<file path="src/rtl/cpu_mem_pkg.sv">
// Shared types and address helpers for the data-cache slice.
// Optional statistics counters in dcache_ctrl are enabled by defining DCACHE_STATS_EN.
package cpu_mem_pkg;

    typedef enum logic [1:0] {
        IDLE    = 2'd0,
        RD_MISS = 2'd1,
        WR_THRU = 2'd2
    } dcache_state_t;

    localparam int LINE_BYTES  = 8;
    localparam int OFFSET_BITS = $clog2(LINE_BYTES);
    localparam int CPU_ADDR_W  = 64;

    // Full-width tag and index fields; callers keep only the bits they need.
    typedef struct packed {
        logic [CPU_ADDR_W-1:0] tag;
        logic [CPU_ADDR_W-1:0] index;
    } addr_split_t;

    // Split a byte address into line index and tag for a cache of 2^idx_bits lines.
    function automatic addr_split_t split_addr(input logic [CPU_ADDR_W-1:0] addr,
                                               input int idx_bits);
        addr_split_t           s;
        logic [CPU_ADDR_W-1:0] line_num;
        line_num = addr >> OFFSET_BITS;
        s.index  = line_num & ((CPU_ADDR_W'(1) << idx_bits) - CPU_ADDR_W'(1));
        s.tag    = line_num >> idx_bits;
        return s;
    endfunction

endpackage

</file>
<file path="src/rtl/dcache_array.sv">
// Valid/tag/data storage for the direct-mapped data cache.
// One combinational read port, one write port (fill writes tag+data+valid,
// update writes data only) and a synchronous clear of every valid bit.
module dcache_array
    import cpu_mem_pkg::*;
#(
    parameter int IDX_BITS = 4,
    parameter int TAG_W    = 57
) (
    input  logic                clk,
    input  logic                clr_all,
    input  logic [IDX_BITS-1:0] rd_idx,
    output logic                rd_valid,
    output logic [TAG_W-1:0]    rd_tag,
    output logic [63:0]         rd_data,
    input  logic [IDX_BITS-1:0] wr_idx,
    input  logic [TAG_W-1:0]    wr_tag,
    input  logic [63:0]         wr_data,
    input  logic                fill_en,
    input  logic                upd_en
);

    localparam int LINES = 1 << IDX_BITS;

    logic              valid_vec [LINES];
    logic [TAG_W-1:0]  tag_vec   [LINES];
    logic [63:0]       data_vec  [LINES];

    genvar gi;
    generate
        for (gi = 0; gi < LINES; gi++) begin : g_line
            logic             sel;
            logic             valid_reg;
            logic [TAG_W-1:0] tag_reg;
            logic [63:0]      data_reg;

            assign sel = (wr_idx == IDX_BITS'(gi));

            // Valid bit: clear-all wins over a fill on the same edge.
            always_ff @(posedge clk) begin
                if (clr_all) begin
                    valid_reg <= 1'b0;
                end else if (fill_en && sel) begin
                    valid_reg <= 1'b1;
                end
            end

            // Tag is written only on fill; data on fill or write-through update.
            always_ff @(posedge clk) begin
                if (fill_en && sel) begin
                    tag_reg <= wr_tag;
                end
                if ((fill_en || upd_en) && sel) begin
                    data_reg <= wr_data;
                end
            end

            assign valid_vec[gi] = valid_reg;
            assign tag_vec[gi]   = tag_reg;
            assign data_vec[gi]  = data_reg;
        end
    endgenerate

    assign rd_valid = valid_vec[rd_idx];
    assign rd_tag   = tag_vec[rd_idx];
    assign rd_data  = data_vec[rd_idx];

endmodule

</file>
<file path="src/rtl/dcache_ctrl.sv">
// Direct-mapped, write-through, no-write-allocate data cache controller.
// Loads hit in zero cycles; load misses and all stores stall the pipeline
// while a req/ack transaction to backing memory completes.
// Define DCACHE_STATS_EN to add saturating hit_cnt/miss_cnt outputs.
module dcache_ctrl
    import cpu_mem_pkg::*;
#(
    parameter int IDX_BITS = 4,
    parameter int ADDR_W   = 64
) (
    input  logic              clk,
    input  logic              reset,
    input  logic              req_valid,
    input  logic              req_write,
    input  logic [ADDR_W-1:0] req_addr,
    input  logic [63:0]       req_wdata,
    input  logic              inv_all,
    output logic [63:0]       rdata,
    output logic              stall,
    output logic              mem_req,
    output logic              mem_we,
    output logic [ADDR_W-1:0] mem_addr,
    output logic [63:0]       mem_wdata,
    input  logic              mem_ack,
    input  logic [63:0]       mem_rdata
`ifdef DCACHE_STATS_EN
    ,
    output logic [31:0]       hit_cnt,
    output logic [31:0]       miss_cnt
`endif
);

    localparam int TAG_W = ADDR_W - OFFSET_BITS - IDX_BITS;

    dcache_state_t state_reg, state_next;

    addr_split_t         split;
    logic [IDX_BITS-1:0] req_idx;
    logic [TAG_W-1:0]    req_tag;

    logic                rd_valid;
    logic [TAG_W-1:0]    rd_tag;
    logic [63:0]         rd_data;
    logic                line_hit;

    logic                fill_en;
    logic                upd_en;
    logic                clr_all;
    logic                load_hit;
    logic                miss_start;

    // Address decomposition; the held request drives every lookup and the memory address.
    assign split   = split_addr(CPU_ADDR_W'(req_addr), IDX_BITS);
    assign req_idx = split.index[IDX_BITS-1:0];
    assign req_tag = split.tag[TAG_W-1:0];

    logic unused_addr_bits;
    assign unused_addr_bits = ^{split.tag[CPU_ADDR_W-1:TAG_W],
                                split.index[CPU_ADDR_W-1:IDX_BITS],
                                req_addr[OFFSET_BITS-1:0]};

    assign line_hit = rd_valid && (rd_tag == req_tag);

    // Because the pipeline holds the request during a stall, address and
    // write data stay stable for the whole memory transaction.
    assign mem_addr  = {req_addr[ADDR_W-1:OFFSET_BITS], OFFSET_BITS'(0)};
    assign mem_wdata = req_wdata;

    // Invalidate is honoured only when idle; reset also wipes every line.
    assign clr_all = !reset || ((state_reg == IDLE) && inv_all);

    dcache_array #(
        .IDX_BITS (IDX_BITS),
        .TAG_W    (TAG_W)
    ) u_array (
        .clk      (clk),
        .clr_all  (clr_all),
        .rd_idx   (req_idx),
        .rd_valid (rd_valid),
        .rd_tag   (rd_tag),
        .rd_data  (rd_data),
        .wr_idx   (req_idx),
        .wr_tag   (req_tag),
        .wr_data  ((state_reg == RD_MISS) ? mem_rdata : req_wdata),
        .fill_en  (fill_en),
        .upd_en   (upd_en)
    );

    // State register; reset abandons any outstanding memory transaction.
    always_ff @(posedge clk) begin
        if (!reset) begin
            state_reg <= IDLE;
        end else begin
            state_reg <= state_next;
        end
    end

    // Next-state, pipeline handshake and memory handshake; all outputs quiet while in reset.
    always_comb begin
        state_next = state_reg;
        stall      = 1'b0;
        rdata      = 64'd0;
        mem_req    = 1'b0;
        mem_we     = 1'b0;
        fill_en    = 1'b0;
        upd_en     = 1'b0;
        load_hit   = 1'b0;
        miss_start = 1'b0;
        if (!reset) begin
            state_next = IDLE;
        end else begin
            case (state_reg)
                IDLE: begin
                    if (req_valid) begin
                        if (req_write) begin
                            stall      = 1'b1;
                            state_next = WR_THRU;
                        end else if (line_hit) begin
                            rdata    = rd_data;
                            load_hit = 1'b1;
                        end else begin
                            stall      = 1'b1;
                            miss_start = 1'b1;
                            state_next = RD_MISS;
                        end
                    end
                end
                RD_MISS: begin
                    mem_req = 1'b1;
                    stall   = 1'b1;
                    if (mem_ack) begin
                        // Bypass the returning data straight to the pipeline.
                        stall      = 1'b0;
                        rdata      = mem_rdata;
                        fill_en    = 1'b1;
                        state_next = IDLE;
                    end
                end
                WR_THRU: begin
                    mem_req = 1'b1;
                    mem_we  = 1'b1;
                    stall   = 1'b1;
                    if (mem_ack) begin
                        // No allocate: only a resident line is refreshed.
                        stall      = 1'b0;
                        upd_en     = line_hit;
                        state_next = IDLE;
                    end
                end
                default: begin
                    state_next = IDLE;
                end
            endcase
        end
    end

`ifdef DCACHE_STATS_EN
    logic [31:0] hit_cnt_reg;
    logic [31:0] miss_cnt_reg;

    // Saturating hit/miss counters; stores count toward neither.
    always_ff @(posedge clk) begin
        if (!reset) begin
            hit_cnt_reg  <= 32'd0;
            miss_cnt_reg <= 32'd0;
        end else begin
            if (load_hit && (hit_cnt_reg != 32'hFFFF_FFFF)) begin
                hit_cnt_reg <= hit_cnt_reg + 32'd1;
            end
            if (miss_start && (miss_cnt_reg != 32'hFFFF_FFFF)) begin
                miss_cnt_reg <= miss_cnt_reg + 32'd1;
            end
        end
    end

    assign hit_cnt  = hit_cnt_reg;
    assign miss_cnt = miss_cnt_reg;
`else
    logic unused_stats;
    assign unused_stats = load_hit ^ miss_start;
`endif

endmodule

</file>
<file path="config.mk">
export PLATFORM = sky130hd
export DESIGN_NAME = dcache_ctrl
export DESIGN_NICKNAME = d
export VERILOG_FILES = /design/src/rtl/cpu_mem_pkg.sv /design/src/rtl/dcache_array.sv /design/src/rtl/dcache_ctrl.sv
export SDC_FILE = /design/constraint.sdc
export NUM_CORES = 2
export LEC_CHECK = 0
export BUFFER_PORTS_ARGS = -buffer_cell sky130_fd_sc_hd__buf_2
export CAP_MARGIN = 30
export CORE_AREA = 2 2 508 510
export CTS_BUF_LIST = sky130_fd_sc_hd__clkbuf_4
export CTS_CLUSTER_DIAMETER = 100
export DETAILED_ROUTE_END_ITERATION = 8
export DIE_AREA = 0 0 510 512
export SLEW_MARGIN = 20
export SYNTH_ARGS = -nofsm -noshare
export SYNTH_HDL_FRONTEND = slang
export SYNTH_SLANG_ARGS = --single-unit
</file>
<file path="constraint.sdc">
create_clock -name clk -period 23.8 [get_ports clk]
set_input_delay 7.14 -clock clk [delete_from_list [all_inputs] [get_ports clk]]
set_output_delay 7.14 -clock clk [all_outputs]
set_load 0.03 [all_outputs]
</file>
# == After elaboration in Yosys (flattened, before gate mapping) ==
# Cells that the tools add are included.
# totals
regBits,1954
output_inout_bits,195
input_bits,198
wordCells,150
# op_classes
reduce_logical,41
order_cmp,1
n_mux,37
n_eq_ne,21
bitwise_logic,1
# op_table
op,count
$mux W64,8
$bmux W64 S4,1
$bmux W57 S4,1
$pmux W64 S2,1
$mux W57,2
$eq A57 B57 Y1,1
$logic_and A1 B1 Y1,34
$eq A4 B4 Y1 const B,8
$mux W1,17
$eq A4 B3 Y1 const B,4
$eq A4 B2 Y1 const B,2
$mux W2,4
$ge A5 B5 Y1 const B,1
$not A4 Y5,1
$bmux W1 S4,1
$eq A4 B1 Y1 const B,1
$logic_not A4 Y1,1
$pmux W2 S2,1
$ne A3 B3 Y1 const B,1
$reduce_and A3 Y1,1
$eq A2 B1 Y1 const B,1
$eq A2 B2 Y1 const B,1
$logic_not A2 Y1,1
$logic_or A1 B1 Y1,2
other kinds (5),5

# == Longest topological paths before layout ==
# logic_depth
ltp_word,11
depth_mapped,16
ltp_nobuf,9

# == Cells and area by module ==
# Synthesis repeated with hierarchy kept, for this count alone.
# hier_totals
cells_unflattened,3469
hier_area_um2,76365.7
# modules_own_cells
mod,area_per_inst_um2,instances,seq_area_each_um2,cells_each
dcache_array,73013.8,1,58456.1,3067
dcache_ctrl,3352.0,1,40.0,402

# == Worst setup path after synthesis ==
# OpenSTA, ideal clock, no wires.
# synth_timing
kind,in2out
startpoint,input port req_addr[3]
endpoint,output port rdata[38]
cell_stages,13
arrival_ns,10.488
t_required_ns,16.660
setup_slack_ns,6.172
path_buffers,5
cell_sequence,buf_6 > buf_4 > buf_6 > buf_4 > mux4_2 > a32oi_1 > o211ai_1 > o31ai_1 > o2111ai_1 > nor4_2 > nand4_2 > clkbuf_1 > o21ai_0
# synth_between
elab_chain_len,11
word_cells_on_any_way,17
classes_between,eq/ne (1); mux (14); bitwise (1); reduce/logical (1)
# synth_rtl
item,line,text
from (decl),dcache_ctrl.sv:15,"input logic [ADDR_W-1:0] req_addr,"
$not A4 Y5 (not written as such) (*),"dcache_array.sv:64, dcache_array.sv:65, dcache_array.sv:66",
$bmux W57 S4,dcache_array.sv:65,assign rd_tag = tag_vec[rd_idx];
$mux W57 (not written as such) (2 in series),dcache_array.sv:65,
$eq A57 B57 Y1,dcache_ctrl.sv:62,assign line_hit = rd_valid && (rd_tag == req_tag);
$logic_and A1 B1 Y1,dcache_ctrl.sv:62,
$mux W64 (*),dcache_ctrl.sv:118,end else if (line_hit) begin
$mux W64 (*),dcache_ctrl.sv:115,if (req_write) begin
$mux W64 (*),dcache_ctrl.sv:114,if (req_valid) begin
$pmux W64 S2 (*),dcache_ctrl.sv:112,case (state_reg)
$mux W64 (*),dcache_ctrl.sv:109,if (!reset) begin
to (decl),dcache_ctrl.sv:18,"output logic [63:0] rdata,"
# Every way passes the cells marked *; elsewhere a longest branch is shown, timed or not. The select of a mux whose other input is x is not followed.

# == Worst setup path in the final report ==
# layout_timing
startpoint,input port req_addr[4]
endpoint,output port rdata[39]
# Same word-level chain as after synthesis.

==> results.py <==
metrics = {
    "outcome": {
        "outcome": "complete, no violations",
    },
    "logic_synthesis": {
        "synth.top_cells.by_area": "edfxtp_1, mux4_2, mux2i_1",
        "ys_warn_count": 0,
        "synth-seq-cells": 1954,
        "yosys.area.top_type": "edfxtp_1",
        "synth_flop_cell": "edfxtp_1",
        "ys_async_sr_fraction_pct": 0,
        "yosysTopAreaCellShare_pct": 73.7,
        "syn-cell-area_um2": 78900,
        "synth_edf_count": 1936,
        "netlist_instances": 3836,
        "netlist-cell-type-count": 85,
        "synth_seq_area_share_pct": 74.1,
        "synth.avg_cell_area_um2": 20.6,
    },
    "clocking": {
        "cts-root-buf": "clkbuf_4",
        "clockBufferDepth": 4,
        "tritoncts": "done",
        "path_clk_slew_ns": 0.06,
        "cts_resized": 0,
        "numCtsBuffers": 493,
        "clk_latency_ns": 1.38,
        "postCtsHoldBufs": 0,
        "htree_levels": 5,
        "cts_setup_buffers": 0,
        "clock_sinks": 1954,
    },
    "power_and_ir_drop": {
        "pwr_density_cell_nw_per_um2": 77.0,
        "leakagePower_uw": 0.0297,
        "p_total_uw": 6950,
        "irDropWorstVdd_uv": 46.0,
    },
    "layout": {
        "final_common_cell": "edfxtp_1",
        "final_cell_mix": "edfxtp_1, clkbuf_4, mux4_2, buf_2, mux2i_1",
        "fillers": 24000,
        "layout-drive-gt1-share_pct": 38.7,
        "layout.nets": 4706,
        "final_cell_area_um2": 90300,
        "largest_reg_flops": 1024,
        "areaGrowthSynthToFinish_pct": 14.4,
    },
    "timing": {
        "post-route-period-util_pct": 83.9,
        "setup_viol": 0,
        "finalWorstSetupSlack_ns": 3.84,
        "min_period_ns": 19.96,
        "skew_ns": 0.155,
        "tightest_slew_ns": 0.969,
        "hold_viol_final": 0,
        "finalMaxSlewViolations": 0,
        "setup_tns_ns": 0,
        "relSlewSlack_pct": 35.3,
        "fmax_mhz": 50.1,
        "grt_setup_unrepaired": "false",
    },
    "run": {
        "maxCapViolCount": 0,
    },
    "place": {
        "hpwl_um": 115000,
        "port-buffer-count": 386,
        "post-place-ws_ns": 3.75,
        "placed_area_um2": 84300,
        "gp_congestion": 0.868,
    },
    "detailed_routing": {
        "postRouteAntennaNets": 0,
        "drt_pass1_iterations": 7,
        "drc": 0,
        "finalWirelength_um": 207000,
        "vias": 41300,
        "drt_iter0_markers": 3859,
        "wire_per_inst_um": 25.2,
        "avgViaCountPerCell": 5.02,
    },
    "setup_path": {
        "slowest_stage": "buf_4",
        "worstPathCellList": "buf_8 > buf_4 > mux4_2 > mux2i_1 > o221ai_1 > o41ai_2 > nand3_1 > nor4_4 > nand4_4 > buf_12 > o21ai_0 > buf_2",
        "crit_fanout": 74,
        "cp.arrival_ns": 12.82,
        "r2r_setup_slack_ns": 17.94,
        "cp.required_ns": 16.66,
        "crit_path_start_kind": "input port",
        "reg2reg_depth": 11,
        "path_class": "input port to output port",
        "cp-end-kind": "output port",
        "max_stage_delay_ns": 0.80,
    },
    "die": {
        "die_y_um": 512,
        "io_pins": 393,
        "die_x_um": 510,
        "placementRows": 186,
        "initial_core_util_pct": 30.9,
        "die_area_um2": 261000,
        "coreArea_um2": 256000,
    },
    "global_routing": {
        "grt_max_degree": 114,
        "grt_pass1_vias": 42200,
        "grt_pass1_wl_um": 292000,
        "grt.total_usage_pct": 15.4,
        "antenna_found_initial": 20,
        "grtUsageMet1_pct": 20.4,
        "grt_busiest_layer": "met2",
        "grt_util_met2_pct": 25.4,
        "grt_overflow": 0,
        "met3_usage_pct": 3.28,
    },
    "hold_path": {
        "min_path_type": "flip-flop to flip-flop",
        "min_path_cells": 1,
    },
}
## stage by stage
stage	util [%]	hold slack (ns)	cells
after floorplan	-	0.432	3838
after global placement	32.9	0.438	7382
after detailed placement	33.0	0.450	7389
after CTS	35.3	0.464	8211
after global routing	35.3	0.478	8222
final	35.3	0.460	8224
## routing by layer
metal  up-vias  part of all wire (%)  wire [um]
li1      17400                     -          -
met1     21700                    41      85300
met2      1837                    49     102000
met3       355                   7.4      15400
met4        16                   2.1       4390
met5         -                 0.050        103
## worst paths after layout
check | startpoint | endpoint
max | req_addr[4] | rdata[39]
min | u_array.g_line[1].valid_reg | u_array.g_line[1].valid_reg
max reg2reg | u_array.g_line[9].tag_reg[39] | u_array.g_line[7].data_reg[50]
min reg2reg | u_array.g_line[1].valid_reg | u_array.g_line[1].valid_reg
## cells in the mapped netlist (all sizes together) (31+ instances only)
cell type and n:
edfxtp 1936, mux4 472, buf 263, mux2i 179, nand2 129, mux2 114
inv 92, o21ai 88, clkbuf 64, nor2 47, a22oi 45, o22ai 39
xnor2 31
## final cells by class
cell class,count,area (um2),share of cell area (%)
clock inverter,98,430,0.477
antenna,9,22.5,0.0249
sequential,1954,58500,64.8
timing repair buffer,498,3010,3.34
multi-input combinational,1465,18300,20.3
tap,3384,4230,4.69
inverter,92,350,0.388
clock buffer,724,5440,6.02
## cells by family (layout without fill, tap and decap cells)
kind of cell | count (synthesis) | in the layout | synth area share (%)
AOI/OAI and AO/OA | 305 | 305 | 2.64
adders and majority gates | 4 | 4 | 0.0634
DFF | 1954 | 1954 | 74.1
muxes | 765 | 765 | 17.4
and+or+nand+nor | 330 | 330 | 2.11
other | 1 | 12 | 0.00475
xor gates and xnor gates | 58 | 58 | 0.644
buffers and inverters | 419 | 1412 | 2.99
## power breakdown
group          internal, uW  total (uW)  switching, uW
sequential             3810        3810           1.55
combinational           161         466            305
clock                  1380        2670           1290
## worst max-delay path, delay by kind of cell
| family | cells | cell delay [ns] |
|---|---|---|
| simple gates | 3 | 1.16 |
| compound gates | 3 | 1.43 |
| buf+inv | 4 | 1.87 |
| mux | 2 | 1.09 |
Power figures use the tool's default switching activity.
